$ cat config.mk
export PLATFORM = sky130hd
export DESIGN_NAME = ula_arbiter
export DESIGN_NICKNAME = d
export VERILOG_FILES = /design/src/rtl/ula_pkg.sv /design/src/rtl/ula_rr_arbiter.sv /design/src/rtl/ula_arbiter.sv
export SDC_FILE = /design/constraint.sdc
export NUM_CORES = 1
export LEC_CHECK = 0
export BUFFER_PORTS_ARGS = -buffer_cell sky130_fd_sc_hd__buf_2
export CAP_MARGIN = 20
export CORE_ASPECT_RATIO = 0.9
export CORE_UTILIZATION = 40
export CTS_CLUSTER_DIAMETER = 150
export DETAILED_ROUTE_END_ITERATION = 6
export HOLD_SLACK_MARGIN = 0.08
export PLACE_DENSITY_LB_ADDON = 0.1
export SETUP_SLACK_MARGIN = 0.4
export SLEW_MARGIN = 10
export SYNTH_ARGS = -nofsm -noshare
export SYNTH_HDL_FRONTEND = slang
export SYNTH_SLANG_ARGS = --single-unit
$ cat constraint.sdc
create_clock -name clock -period 4.2 [get_ports clock]
set_clock_uncertainty 0.15 [all_clocks]
set_input_delay 0.84 -clock clock [delete_from_list [all_inputs] [get_ports clock]]
set_output_delay 0.84 -clock clock [all_outputs]
set_load 0.005 [all_outputs]
$ cat src/rtl/ula_pkg.sv
// Shared definitions for the ULA sharing arbiter.
// Opcode/funct encodings, FSM states and the latency decode helper.
package ula_pkg;

    localparam logic [5:0] OP_ARIT  = 6'b000000;
    localparam logic [5:0] OP_LOGIC = 6'b000001;
    localparam logic [5:0] OP_BEQ   = 6'b001010;

    localparam logic [5:0] FN_ADD  = 6'b000000;
    localparam logic [5:0] FN_SUB  = 6'b000001;
    localparam logic [5:0] FN_MULT = 6'b000010;
    localparam logic [5:0] FN_DIV  = 6'b000011;

    typedef enum logic {
        IDLE = 1'b0,
        EXEC = 1'b1
    } state_t;

    // MULT and DIV need the long hold window on the ULA inputs.
    function automatic logic is_long_op(input logic [5:0] opcode,
                                        input logic [5:0] funct);
        return (opcode == OP_ARIT) &&
               ((funct == FN_MULT) || (funct == FN_DIV));
    endfunction

endpackage

$ cat src/rtl/ula_rr_arbiter.sv
// Two-way round-robin grant with a last_grant pointer.
// On a tie the requester that did not win last time is granted.
module ula_rr_arbiter (
    input  logic clock,
    input  logic reset,
    input  logic req0,
    input  logic req1,
    input  logic enable,
    input  logic advance,
    output logic gnt0,
    output logic gnt1,
    output logic owner
);

    logic last_grant;

    // Grant the lone requester, or the one not served last on a tie.
    always_comb begin
        gnt0  = enable && req0 && (!req1 || last_grant);
        gnt1  = enable && req1 && (!req0 || !last_grant);
        owner = gnt1;
    end

    // Pointer starts at 1 so requester 0 wins the first tie.
    always_ff @(posedge clock or posedge reset) begin
        if (reset) begin
            last_grant <= 1'b1;
        end else if (advance) begin
            last_grant <= owner;
        end
    end

endmodule

$ cat src/rtl/ula_arbiter.sv
// Shares the combinational ULA between the CPU execute stage and the
// context-swap unit; holds operands for a per-op window, returns result.
module ula_arbiter
    import ula_pkg::*;
#(
    parameter int DATA_W    = 32,
    parameter int SHORT_LAT = 1,
    parameter int LONG_LAT  = 4
) (
    input  logic              clock,
    input  logic              reset,
    input  logic              req0_valid,
    output logic              req0_ready,
    input  logic [5:0]        req0_opcode,
    input  logic [5:0]        req0_funct,
    input  logic [DATA_W-1:0] req0_dados_1,
    input  logic [DATA_W-1:0] req0_dados_2,
    input  logic              req1_valid,
    output logic              req1_ready,
    input  logic [5:0]        req1_opcode,
    input  logic [5:0]        req1_funct,
    input  logic [DATA_W-1:0] req1_dados_1,
    input  logic [DATA_W-1:0] req1_dados_2,
    output logic              rsp0_valid,
    output logic              rsp1_valid,
    output logic [DATA_W-1:0] rsp_resultado,
    output logic              rsp_zero,
    output logic              busy,
    output logic [5:0]        alu_opcode,
    output logic [5:0]        alu_funct,
    output logic [DATA_W-1:0] alu_dados_1,
    output logic [DATA_W-1:0] alu_dados_2,
    input  logic [DATA_W-1:0] alu_resultado,
    input  logic              alu_zero
);

    localparam int CNT_W = $clog2(LONG_LAT + 1);
    localparam logic [CNT_W-1:0] CNT_LONG  = CNT_W'(LONG_LAT);
    localparam logic [CNT_W-1:0] CNT_SHORT = CNT_W'(SHORT_LAT);
    localparam logic [CNT_W-1:0] CNT_ONE   = CNT_W'(1);

    state_t            state;
    state_t            state_next;
    logic [CNT_W-1:0]  cnt;
    logic              owner_q;
    logic              idle;
    logic              gnt0;
    logic              gnt1;
    logic              gnt_owner;
    logic              accept;
    logic              done;
    logic [5:0]        sel_opcode;
    logic [5:0]        sel_funct;
    logic [DATA_W-1:0] sel_dados_1;
    logic [DATA_W-1:0] sel_dados_2;

    assign idle       = (state == IDLE);
    assign req0_ready = gnt0;
    assign req1_ready = gnt1;

    ula_rr_arbiter u_rr (
        .clock   (clock),
        .reset   (reset),
        .req0    (req0_valid),
        .req1    (req1_valid),
        .enable  (idle),
        .advance (accept),
        .gnt0    (gnt0),
        .gnt1    (gnt1),
        .owner   (gnt_owner)
    );

    // Route the granted requester's fields toward the operand registers.
    always_comb begin
        sel_opcode  = req0_opcode;
        sel_funct   = req0_funct;
        sel_dados_1 = req0_dados_1;
        sel_dados_2 = req0_dados_2;
        if (gnt1) begin
            sel_opcode  = req1_opcode;
            sel_funct   = req1_funct;
            sel_dados_1 = req1_dados_1;
            sel_dados_2 = req1_dados_2;
        end
    end

    // FSM state register.
    always_ff @(posedge clock or posedge reset) begin
        if (reset) begin
            state <= IDLE;
        end else begin
            state <= state_next;
        end
    end

    // Next state: accept a grant in IDLE, leave EXEC on the last count.
    always_comb begin
        state_next = state;
        busy       = 1'b0;
        accept     = 1'b0;
        done       = 1'b0;
        unique case (state)
            IDLE: begin
                if (gnt0 || gnt1) begin
                    accept     = 1'b1;
                    state_next = EXEC;
                end
            end
            EXEC: begin
                busy = 1'b1;
                if (cnt == CNT_ONE) begin
                    done       = 1'b1;
                    state_next = IDLE;
                end
            end
            default: state_next = IDLE;
        endcase
    end

    // Operand hold, window counter and result capture.
    always_ff @(posedge clock or posedge reset) begin
        if (reset) begin
            alu_opcode    <= '0;
            alu_funct     <= '0;
            alu_dados_1   <= '0;
            alu_dados_2   <= '0;
            owner_q       <= 1'b0;
            cnt           <= '0;
            rsp_resultado <= '0;
            rsp_zero      <= 1'b0;
            rsp0_valid    <= 1'b0;
            rsp1_valid    <= 1'b0;
        end else begin
            rsp0_valid <= 1'b0;
            rsp1_valid <= 1'b0;
            if (accept) begin
                alu_opcode  <= sel_opcode;
                alu_funct   <= sel_funct;
                alu_dados_1 <= sel_dados_1;
                alu_dados_2 <= sel_dados_2;
                owner_q     <= gnt_owner;
                cnt         <= is_long_op(sel_opcode, sel_funct) ?
                               CNT_LONG : CNT_SHORT;
            end else if (busy) begin
                cnt <= cnt - CNT_ONE;
            end
            if (done) begin
                rsp_resultado <= alu_resultado;
                rsp_zero      <= alu_zero;
                rsp0_valid    <= !owner_q;
                rsp1_valid    <= owner_q;
            end
        end
    end

endmodule

### Yosys cells after proc, flatten, opt, wreduce, memory -nomap -nowiden

Index checks and enable logic that the tools add are counted.

| storage, ports and cells | value |
|---|---|
| bits in registers | 117 |
| input port bits | 189 |
| word-level logic and storage cells | 48 |

| operators by class | value |
|---|---|
| add/subtract/negate cells | 1 |
| equality and inequality tests | 3 |
| mux-type cells | 16 |
| bitwise operators | 1 |
| reduce and logical (&&, ||, !) cells | 15 |

Operators with widths:

| kind | count |
|---|---|
| 32-bit 2-to-1 mux | 2 |
| 6-bit by 2-bit equality test with 1-bit output, second input constant | 2 |
| 6-bit 2-to-1 mux | 2 |
| 3-bit 2-to-1 mux | 3 |
| 1-bit 2-to-1 mux | 8 |
| 6-bit zero test | 1 |
| 1-bit logical AND | 5 |
| 1-bit zero test | 4 |
| 1-bit logical OR | 4 |
| 3-bit by 1-bit equality test with 1-bit output, second input constant | 1 |
| 3-bit by 1-bit subtractor with 3-bit output, second input constant | 1 |
| 1-bit one-hot mux with 2 select lines | 1 |
| 2-bit nonzero test | 1 |
| 1-bit inverter | 1 |

### Longest topological paths before layout

| logic depth | value |
|---|---|
| word-level depth | 9 |
| gate-level depth with buffers | 7 |

### Hierarchy

From an unflattened synthesis, not the netlist that was laid out.

| unflattened totals | value |
|---|---|
| cells, all modules | 451 |
| area total of the unflattened synthesis | 5181.2 sq um |

Modules (own cells, without submodules):

| module | times used | cells an instance | area an instance (sq um) | seq. area each (sq um) |
|---|---|---|---|---|
| ula_arbiter | 1 | 441 | 5103.6 | 2902.8 |
| ula_rr_arbiter | 1 | 10 | 77.6 | 26.3 |

### Worst setup path after synthesis

OpenSTA, ideal clock, no wires.

| timing | value |
|---|---|
| path kind | in2out |
| start point | in req1_valid |
| end point | out req1_ready |
| arrival time | 1235 ps |
| path slack | 1975 ps |
| stages | 3 |
| cell sequence | nor2b_2 -> nand2_1 -> inv_2 |

| between the ends | value |
|---|---|
| cells in the longest elaborated chain, start to end | 2 |

Ends and longest elaborated chain:

| item | RTL line | source |
|---|---|---|
| start: declaration | ula_arbiter.sv:18 | `input logic req1_valid,` |
| 1-bit logical AND (2 in a row) | ula_rr_arbiter.sv:20 | `gnt1 = enable && req1 && (!req0 \|\| !last_grant);` |
| end: declaration | ula_arbiter.sv:19 | `output logic req1_ready,` |

No other way between the ends.

### Final worst setup path

Ends and elaborated chain as after synthesis.

==> flow_summary.json <==
{
  "status": "complete, no violations",
  "wl_per_cell_um": 14.8,
  "grt_max_degree": 140,
  "drc": 0,
  "final_max_slew_viol_count": 0,
  "switchingPower_mw": 1.73,
  "power_per_cell_area_nw_per_um2": 733,
  "cts.sinks": 117,
  "yosys_most_used_dff": "dfrtp_1",
  "postCtsSetupBuffers": 0,
  "synth_seq_cells": 117,
  "finalHoldViolCount": 0,
  "yosysWarningCount": 0,
  "pre_cts_ws_ns": 1.39,
  "coreArea_um2": 12700,
  "cp_data_required_time_ns": 3.21,
  "ant_nets": 0,
  "synth-edff-count": 0,
  "netSwitchingFraction_pct": 31.5,
  "root_buffer": "clkbuf_16",
  "final_nets": 935,
  "synth-simple-area-share_pct": 7.55,
  "rsz0062_at_grt": "false",
  "gp_congestion": 0.770,
  "p_int_mw": 3.76,
  "start_util_pct": 40.9,
  "fin_area_um2": 7490,
  "viasPerCell": 4.73,
  "hpwl_um": 10200,
  "syn_inst": 447,
  "critPathLaunchType": "input port",
  "cts_made_buffers": 17,
  "grt-ovfl-total": 0,
  "synthesis.area_um2": 5180,
  "yosys-top-cells-area": "dfrtp_1, mux2i_1, o21ai_1, mux2_1, nand2_1",
  "num_antenna_cells": 0,
  "combPwrFrac_pct": 34.4,
  "endpoint_kind": "output pin",
  "placedInstanceArea_um2": 6830,
  "antenna_found_initial": 0,
  "p_seq_share_pct": 36.0,
  "dp_cells": 889,
  "yosys.area.top_type": "dfrtp_1",
  "ios": 303,
  "die_x_um": 122,
  "cts_buffer_depth": 2,
  "clk_latency_ns": 0.40,
  "tritoncts": "done",
  "p_leak_nw": 4.30,
  "synth_mux_area_share_pct": 22.2,
  "path_clk_slew_ns": 0.05,
  "post-route-period-util_pct": 66.5,
  "max_freq_mhz": 358,
  "crit_type": "in -> out",
  "fp.dieArea_um2": 13400,
  "first_iter_violations": 210,
  "grt.total_usage_pct": 20.3,
  "synth_top_family_by_area": "multiplexers",
  "row_count": 39,
  "synth_compound_area_share_pct": 9.39,
  "htree_levels": 4,
  "port_buffers": 302,
  "synth_common_cells": "dfrtp_1, nand2_1, mux2i_1, o21ai_1, mux2_1",
  "syn_to_final_growth_pct": 44.5,
  "synth_fa_ha_area_share_pct": 0.483,
  "vdd_drop_max_mv": 0.358,
  "setup_viol": 0,
  "synth_xor_area_share_pct": 0.169,
  "setup_tns_ns": 0,
  "period_minus_slack_ns": 2.79,
  "drive_gt1_share_pct": 45.8,
  "cts_hold_buffers": 0,
  "yosysMostFrequentCell": "dfrtp_1",
  "dr.pass1.iters": 6,
  "grt_pass1_wl_um": 20400,
  "cts_resized": 0,
  "slew_headroom_pct": 57.2,
  "p_clk_share_pct": 29.6,
  "worst_pin_slew_ns": 0.634,
  "synth-async-reset-ratio_pct": 100,
  "final_cells": 921,
  "wirelength_um": 13600,
  "die_h_um": 110,
  "synthDistinctLibCells": 35,
  "maxCapViolations": 0,
  "vias": 4358,
  "ys_seq_area_share_pct": 56.5,
  "synth_area_per_cell_um2": 11.6,
  "yosysTopAreaCellShare_pct": 56.0,
  "hold_path.class": "reg -> reg",
  "arrival_ns": 1.80,
  "syn_nets": 638,
  "first_global_vias": 4072,
  "fin_ws_ns": 1.41,
  "path_max_fanout": 18,
  "finalPower_mw": 5.49
}
sequential cells by signal, summed over array words and instances, names as in the netlist:
signal	cells
alu_dados_1	32
alu_dados_2	32
rsp_resultado	32
alu_funct	6
alu_opcode	6
cnt	3
owner_q	1
rsp0_valid	1
rsp1_valid	1
rsp_zero	1
state	1
u_rr.last_grant	1
layout by cell type (no fill, tap or decap), types with 2 or more instances in the layout:
| cell | Yosys | final |
|---|---|---|
| buf_2 | 9 | 302 |
| dfrtp_1 | 116 | 116 |
| mux2i_1 | 78 | 78 |
| nand2_1 | 79 | 78 |
| o21ai_1 | 77 | 77 |
| mux2_1 | 33 | 33 |
| clkbuf_16 | 0 | 17 |
| bufinv_16 | 0 | 6 |
| inv_1 | 5 | 4 |
| clkbuf_1 | 12 | 4 |
| buf_4 | 4 | 4 |
| nand2b_1 | 2 | 2 |
| nor2_1 | 2 | 2 |
| o21ai_0 | 2 | 2 |
| nor3_1 | 2 | 2 |
| ha_1 | 2 | 2 |
| clkbuf_8 | 0 | 2 |
| clkinv_2 | 0 | 2 |
| buf_12 | 0 | 2 |
power by group through the flow:
| stage | Combinational [mW] | Sequential [mW] | Clock [mW] |
|---|---|---|---|
| 2_1_floorplan | 1.04 | 2.03 | 0 |
| 3_3_place_gp | 1.89 | 1.97 | 0 |
| 3_5_place_dp | 1.94 | 1.99 | 0 |
| 4_1_cts | 1.94 | 1.98 | 1.67 |
| 5_1_grt | 2.14 | 2.06 | 1.71 |
| 6_report | 1.89 | 1.98 | 1.63 |
area by class of cell:
class                   instances  area [µm²]
clock buffers                  23         468
clock inverters                 9         199
fillers                      1101        5190
inverters                       6        26.3
multi-input cells             294        2080
flip-flops and latches        117        2930
well taps                     164         205
repair buffers                308        1580
through the flow:
stage	hold WS, ns	utilization (%)
2_1_floorplan	0.253	-
3_5_place_dp	0.262	53.8
4_1_cts	0.272	59.1
5_1_grt	0.315	59.1
3_3_place_gp	0.258	53.8
6_report	0.274	59.1
cells by family after synthesis:
group / after synthesis
and+or+nand+nor: 93
AOI/OAI and AO/OA: 87
adders and majority gates: 2
buffers and inverters: 36
DFF: 117
muxes: 111
xor gates and xnor gates: 1
critical path, stage by stage:
cell	delay, ns
buf_2	0.15
nor2b_2	0.27
nand2_4	0.25
inv_2	0.17
buf_2	0.13
layer usage:
| metal | GRT usage (%) | vias to the layer above | part of all wire (%) |
|---|---|---|---|
| li1 | - | 2151 | - |
| met1 | 24.3 | 2022 | 41 |
| met2 | 33.3 | 173 | 50 |
| met3 | 7.36 | 12 | 8.2 |
| met4 | 7.85 | 0 | 1.1 |
| met5 | 0 | - | 0 |
final timing paths:
path,from,endpoint,slack (ns),depth (start not counted)
setup / recovery,req1_valid,req1_ready,1.41,5
hold / removal,owner_q$_DFFE_PP0P_,rsp0_valid$_DFF_PP0_,0.27,1
setup reg to reg,state$_DFF_PP0_,alu_dados_2[27]$_DFFE_PP0P_,2.06,5
hold reg to reg,owner_q$_DFFE_PP0P_,rsp0_valid$_DFF_PP0_,0.27,1
max in group asynchronous,reset,u_rr.last_grant$_DFFE_PP1P_,2.71,3
min in group asynchronous,reset,rsp_resultado[20]$_DFFE_PP0P_,0.37,2
No activity file was read; power rests on OpenSTA's default activity.
